==> src/rtl/mem_copy_engine.sv <==
// Byte block copier for the 256x8 data memory: one granted read cycle, then one
// granted write cycle, per byte, sharing the memory port through a req/gnt pair.
module mem_copy_engine (
   input  logic       clk,
   input  logic       rst,
   input  logic       start,
   input  logic [7:0] src_addr,
   input  logic [7:0] dst_addr,
   input  logic [7:0] length,
   output logic       busy,
   output logic       done,
   output logic       mem_req,
   input  logic       mem_gnt,
   output logic [7:0] mem_addr,
   output logic       mem_write,
   output logic [7:0] mem_write_data,
   input  logic [7:0] mem_read_data
);

   typedef enum logic [1:0] {IDLE, READ, WRITE, DONE} state_t;

   state_t     state;
   logic [7:0] src_ptr;
   logic [7:0] dst_ptr;
   logic [7:0] remaining;
   logic [7:0] buffer;

   always_ff @(posedge clk or posedge rst) begin
      if (rst) begin
         state     <= IDLE;
         src_ptr   <= 8'd0;
         dst_ptr   <= 8'd0;
         remaining <= 8'd0;
         buffer    <= 8'd0;
      end else begin
         case (state)
            IDLE: begin
               if (start) begin
                  if (length != 8'd0) begin
                     src_ptr   <= src_addr;
                     dst_ptr   <= dst_addr;
                     remaining <= length;
                     state     <= READ;
                  end else begin
                     state <= DONE;
                  end
               end
            end
            READ: begin
               if (mem_gnt) begin
                  buffer <= mem_read_data;
                  state  <= WRITE;
               end
            end
            WRITE: begin
               // The memory captures buffer at dst_ptr on this same edge.
               if (mem_gnt) begin
                  src_ptr   <= src_ptr + 8'd1;
                  dst_ptr   <= dst_ptr + 8'd1;
                  remaining <= remaining - 8'd1;
                  state     <= (remaining == 8'd1) ? DONE : READ;
               end
            end
            DONE:    state <= IDLE;
            default: state <= IDLE;
         endcase
      end
   end

   assign busy           = (state == READ) || (state == WRITE);
   assign mem_req        = busy;
   assign done           = (state == DONE);
   assign mem_write      = (state == WRITE) && mem_gnt;
   assign mem_write_data = buffer;

   always_comb begin
      mem_addr = 8'd0;
      case (state)
         READ:    mem_addr = src_ptr;
         WRITE:   mem_addr = dst_ptr;
         default: mem_addr = 8'd0;
      endcase
   end

endmodule

==> config.mk <==
export PLATFORM = sky130hd
export DESIGN_NAME = mem_copy_engine
export DESIGN_NICKNAME = d
export VERILOG_FILES = /design/src/rtl/mem_copy_engine.sv
export SDC_FILE = /design/constraint.sdc
export NUM_CORES = 1
export LEC_CHECK = 0
export ABC_AREA = 1
export CAP_MARGIN = 5
export CORE_ASPECT_RATIO = 0.9
export CORE_UTILIZATION = 53
export CTS_CLUSTER_DIAMETER = 150
export DETAILED_ROUTE_END_ITERATION = 7
export PLACE_DENSITY = 0.93
export SETUP_SLACK_MARGIN = 0.3
export SYNTH_ARGS = -nofsm -noshare
export SYNTH_HDL_FRONTEND = slang
export SYNTH_SLANG_ARGS = --single-unit
==> constraint.sdc <==
create_clock -name clk -period 2.9 [get_ports clk]
set_input_delay 0.58 -clock clk [delete_from_list [all_inputs] [get_ports clk]]
set_output_delay 0.58 -clock clk [all_outputs]
set_load 0.01 [all_outputs]
==> impl_metrics.yaml, run 1 <==
critical_path:
  critPathSlowestCell: "clkdlybuf4s50_1"
  crit_path_cell_trace: "inv_2 -> ha_4 -> inv_1 -> a21oi_1 -> clkdlybuf4s50_1"
  worst_setup_path_start_kind: "flip-flop"
  required_ns: 2.32
  r2r_setup_slack_ns: 0.80
  critPathArrivalTime_ns: 1.99
  ff2ff_path_depth: 11
  timing.rr.start: "state[0]"
  r2r_end: "remaining[5]"
  path_max_fanout: 8
  crit_path_end_kind: "primary output"
  path_class: "flip-flop to primary output"
  critPathMaxStageDelay_ns: 0.55
drt:
  drc: 12
  detail_route.vias_per_cell: 5.47
  drt-total-wl_um: 5830
  firstDrtPassIters: 8
  num_vias: 2369
  dr.first_iter.drc_count: 209
  wl_per_cell_um: 13.5
  drtAntennaViolNets: 0
global_route:
  first_global_vias: 2061
  grt_pass1_wl_um: 9300
  track_usage_pct: 26.7
  grt_max_degree: 35
  gr-total-overflow: 0
  antenna_found_initial: 0
finish:
  multi_input_area_um2: 1250
  syn2layout_area_growth_pct: 33.2
  diodes: 0
  drive_above_1_share_pct: 9.61
  fin_nets: 429
  regArea_um2: 851
  fill_cells: 316
synth:
  avgSynthCellArea_um2: 6.98
  synth-simple-area-share_pct: 35.0
  synthAdderAreaFrac_pct: 4.99
  synthXorXnorAreaFrac_pct: 0
  syn_inst: 323
  synth_cell_type_count: 26
  netlist_area_um2: 2250
  synth_compound_area_share_pct: 10.0
  ys_seq_area_share_pct: 37.7
  synth_seq_cells: 34
  synth_top_family_by_area: "simple AND/OR/NAND/NOR gates"
  muxShareOfSynthArea_pct: 4.00
  ys_warn_count: 0
  synth_nets: 368
clock_tree:
  cts_buffer_depth: 2
  numCtsBuffers: 5
  cts_hold_buffers: 0
  clock-root-buffer: "clkbuf_8"
  htreeDepth: 2
  cts.clk_slew.worst_paths_ns: 0.06
  cts_tree: "done"
  cts_sinks: 34
  clkLatencyLatePin_ns: 0.30
floorplan:
  die-height_um: 63.9
  coreArea_um2: 4070
  die_x_um: 70.8
  start_util_pct: 55.3
  die_area_um2: 4520
  pin_count: 56
  rows: 22
sta:
  min_period_ns: 2.57
  holdWs_ns: 0.504
  drv_slew: 0
  clock_skew_ns: 0.00874
  tightest_slew_ns: 0.453
  fin_crit_sh_pct: 88.5
  finalHoldViolations: 0
  slew_headroom_pct: 69.7
  rsz0062_at_grt: "false"
  max_clock_freq_ghz: 0.390
  setup_viol: 0
  tns_ns: 0
outcome:
  status: "finished with violations"
  failed_checks: "DRC"
pwr:
  vdd_drop_max_mv: 0.585
  p_per_area_nw_per_um2: 1080
  leakagePower_nw: 1.51
place:
  io_buffer_count: 55
  dpl.hpwl_um: 4030
  gp_congestion: 0.902
min_path:
  min-delay-start: "remaining[7]"
  hp-class: "flip-flop to flip-flop"
  whs_endpoint: "remaining[7]"
  whs_path_depth: 2
flow_run:
  cap_violations: 0
-- final cells by class --
type / count / area share [%]
multi-input combinational: 249 / 41.8
sequential: 34 / 28.3
timing repair buffer: 66 / 21.3
inverter: 28 / 3.50
clock buffer: 7 / 2.88
tap: 48 / 2.00
clock inverter: 1 / 0.167
-- Yosys cell counts --
library cell  number  area (um2)
a21boi_0           1        7.51
a21oi_1           11        55.1
a21oi_2            1        8.76
buf_2              5        25.0
buf_4              4        30.0
buf_6              2        22.5
clkbuf_1           1        3.75
dfrtp_1           34         851
ha_1               9         113
inv_1             27         101
inv_2              1        3.75
mux2_2             8        90.1
nand2_1          126         473
nand2_2            1        6.26
nand3_1           21         105
nand3b_1           3        22.5
nand3b_4           1        20.0
nand4_1            4        25.0
nor2_1            30         113
nor2_2             2        12.5
nor3_1             1        5.00
o211ai_1           3        22.5
o21ai_0           24         120
o21ai_1            1        5.00
o31ai_1            1        7.51
or2_2              1        6.26
-- stage by stage --
stage	instances	power, W	worst slack, ns	instance area [um2]	util, %
2_1_floorplan	323	0.00213	1.04	2250	-
3_3_place_gp	419	0.00262	0.496	2820	69.3
3_5_place_dp	419	0.00272	0.389	2820	69.3
4_1_cts	428	0.00316	0.325	2960	72.6
5_1_grt	433	0.00349	0.268	3000	73.7
6_report	433	0.00325	0.334	3000	73.7
-- kinds of logic after synthesis --
group | count (synthesis)
buffers and inverters | 40
adders and majority gates | 9
AOI/OAI and AO/OA | 42
DFF | 34
and+or+nand+nor | 190
muxes | 8
-- flip-flops by register name, indices dropped and copies added, names as in the netlist --
| signal | cells |
|---|---|
| dst_ptr | 8 |
| state | 2 |
| mem_write_data | 8 |
| remaining | 8 |
| src_ptr | 8 |
-- worst max path at each step --
stage / from / endpoint / slack [ns]
6_report: state[1] / mem_addr[6] / 0.33
2_1_floorplan: state[0] / mem_addr[0] / 1.04
3_3_place_gp: state[0] / mem_addr[4] / 0.50
5_1_grt: state[1] / mem_addr[0] / 0.27
3_5_place_dp: state[0] / mem_addr[0] / 0.39
4_1_cts: state[1] / mem_addr[2] / 0.33
-- layout by cell type, fill, tap and decap left out, drive strengths merged --
cell type	instances
o211ai	3
nor2	32
o31ai	1
ha	9
a21boi	1
buf	11
nand3b	4
dlymetal6s2s	3
nor3	1
clkinv	1
or2	1
a21oi	12
dfrtp	34
inv	28
nand3	21
o21ai	25
clkbuf	7
clkdlybuf4s50	52
mux2	8
nand2	127
nand4	4
-- worst max-delay path: cells and delay by family, from the launching register on --
kind                       cells  cell delay [ns]
DFF                            1             0.44
AOI/OAI and AO/OA              1             0.17
adders and majority gates      1             0.30
buffers and inverters          3             0.78
-- per-layer routing --
layer	track usage [%]	vias to the layer above	part of all wire (%)
li1	-	1156	-
met1	33.7	1050	41
met2	43.6	138	46
met3	5.84	25	9.6
met4	13.0	0	3.2
met5	0	-	0
-- timing repair --
action / CTS / global route
setup buffers: 1 / 5
resized for setup: 5 / 4
pin swaps: 0 / 1
endpoints found under the setup margin: 9 / 8
-- power by group --
group | internal, W | switching (W)
Clock | 0.000192 | 0.000177
Combinational | 0.000844 | 0.00107
Sequential | 0.000722 | 0.000242
(Power assumes the default switching activity.)
==> inputs of run 2 (changes only) <==
CELL_PAD_IN_SITES_DETAIL_PLACEMENT = 1   (was not set)
CELL_PAD_IN_SITES_GLOBAL_PLACEMENT = 2   (was not set)
CORE_UTILIZATION = 29   (was 53)
PLACE_DENSITY = 0.94   (was 0.93)
==> impl_metrics.yaml, run 2 (synthesis results as in run 1) <==
pwr:
  internal-power_w: 0.00168
  swShare_pct: 47.0
  p_per_area_nw_per_um2: 1060
  pwr-share-comb_pct: 58.3
  seqPwrFrac_pct: 30.7
  power.share.clock_pct: 11.0
  leakagePower_nw: 1.41
  power.switching_w: 0.00149
  vdd_drop_max_mv: 0.291
global_route:
  antenna_found_initial: 0
  grt_max_degree: 35
  grt_pass1_wl_um: 11400
  first_global_vias: 2424
  track_usage_pct: 17.9
  gr-total-overflow: 0
sta:
  fin_crit_sh_pct: 88.5
  clock_skew_ns: 0.00461
  slew_headroom_pct: 66.9
  rsz0062_at_grt: "true"
  finalHoldViolations: 0
  tns_ns: 0
  setup_viol: 0
  drv_slew: 0
  holdWs_ns: 0.481
  tightest_slew_ns: 0.496
  max_clock_freq_ghz: 0.390
  min_period_ns: 2.57
critical_path:
  crit_path_end_kind: "primary output"
  required_ns: 2.32
  worst_setup_path_start_kind: "flip-flop"
  path_max_fanout: 8
  critPathArrivalTime_ns: 1.99
  path_class: "flip-flop to primary output"
place:
  dpl.hpwl_um: 4880
  io_buffer_count: 55
  gp_congestion: 0.801
drt:
  drc: 0
  wl_per_cell_um: 14.1
  drtAntennaViolNets: 0
  detail_route.vias_per_cell: 4.83
  firstDrtPassIters: 4
  dr.first_iter.drc_count: 70
  drt-total-wl_um: 6670
  num_vias: 2286
clock_tree:
  htreeDepth: 2
  cts.clk_slew.worst_paths_ns: 0.07
  post_cts_buffers: 0
  cts_buffer_depth: 2
  clock-root-buffer: "clkbuf_8"
  cts_sinks: 34
  cts_tree: "done"
  numCtsBuffers: 5
  clkLatencyLatePin_ns: 0.29
  cts_hold_buffers: 0
floorplan:
  pin_count: 56
  rows: 30
  coreArea_um2: 7540
  start_util_pct: 29.9
  die-height_um: 85.7
  die_x_um: 94.9
  die_area_um2: 8130
finish:
  diodes: 0
  drive_above_1_share_pct: 8.49
  final_common_cell: "nand2_1"
  syn2layout_area_growth_pct: 32.8
  mostFrequentLayoutCells: "nand2_1 (126), clkdlybuf4s50_1 (55), dfrtp_1 (34), nor2_1 (30)"
  fin_nets: 422
  fill_cells: 964
flow_run:
  cap_violations: 0
outcome:
  status: "finished clean"
min_path:
  hp-class: "flip-flop to flip-flop"
run 2: changes by cell type in the layout (fill, tap and decap cells not counted):
cell	delta
inv_1	-2
dlymetal6s2s_1	-3
buf_6	+1
clkinv_2	+1
buf_4	-8
clkbuf_1	-1
clkbuf_8	-1
inv_2	+2
clkdlybuf4s50_1	+3
run 2: worst paths after layout:
kind	startpoint	cells after the start	slack, ns	endpoint
worst max-delay path	state[0]	5	0.33	mem_addr[4]
worst min-delay path	remaining[7]	2	0.48	remaining[7]
worst max register to register	state[0]	10	0.90	remaining[5]
worst min register to register	remaining[7]	2	0.48	remaining[7]
max in group asynchronous	rst	3	1.87	remaining[0]
min in group asynchronous	rst	3	0.70	dst_ptr[7]
run 2: metrics by stage:
stage / setup WS [ns] / power [W] / instance area, um2 / instances / utilization (%)
after global routing: 0.252 / 0.00349 / 2990 / 473 / 39.7
after CTS: 0.306 / 0.00319 / 2990 / 473 / 39.6
after global placement: 0.514 / 0.00269 / 2870 / 466 / 38.1
final: 0.333 / 0.00317 / 2990 / 473 / 39.7
after detailed placement: 0.447 / 0.00276 / 2870 / 466 / 38.1
after floorplan: 1.04 / 0.00213 / 2250 / 323 / -
run 2: final cells by class:
class	count	area (um2)	area share, %
repair buffers	59	584	19.5
clock inverters	2	10.0	0.334
well taps	96	120	4.01
flip-flops and latches	34	851	28.4
clock buffers	5	68.8	2.30
multi-input cells	249	1250	41.9
inverters	28	105	3.51
run 2: repair_timing:
action                     4_1_cts  5_1_grt
setup endpoints to repair        9        9
pin swaps                        0        0
resized for setup                7        2
cloned                           0        0
run 2: routing by layer:
layer	vias to the layer above	GRT usage [%]	share of wire, %
li1	1136	-	-
met1	1096	22.6	47
met2	42	30.9	48
met3	12	3.01	3.2
met4	0	5.65	1.8
met5	-	0	0
run 2: power by group through the flow:
stage	combinational [W]	clock, W	sequential (W)
after global placement	0.00173	0	0.000956
after floorplan	0.00121	0	0.000920
final	0.00185	0.000350	0.000971
after detailed placement	0.00179	0	0.000969
after global routing	0.00210	0.000389	0.00100
after CTS	0.00186	0.000361	0.000968
run 2: critical path: stages (launching register included):
cell and delay, ns:
dfrtp_1 0.45, inv_2 0.12, ha_4 0.31, inv_2 0.08, a21oi_1 0.17, clkdlybuf4s50_1 0.57
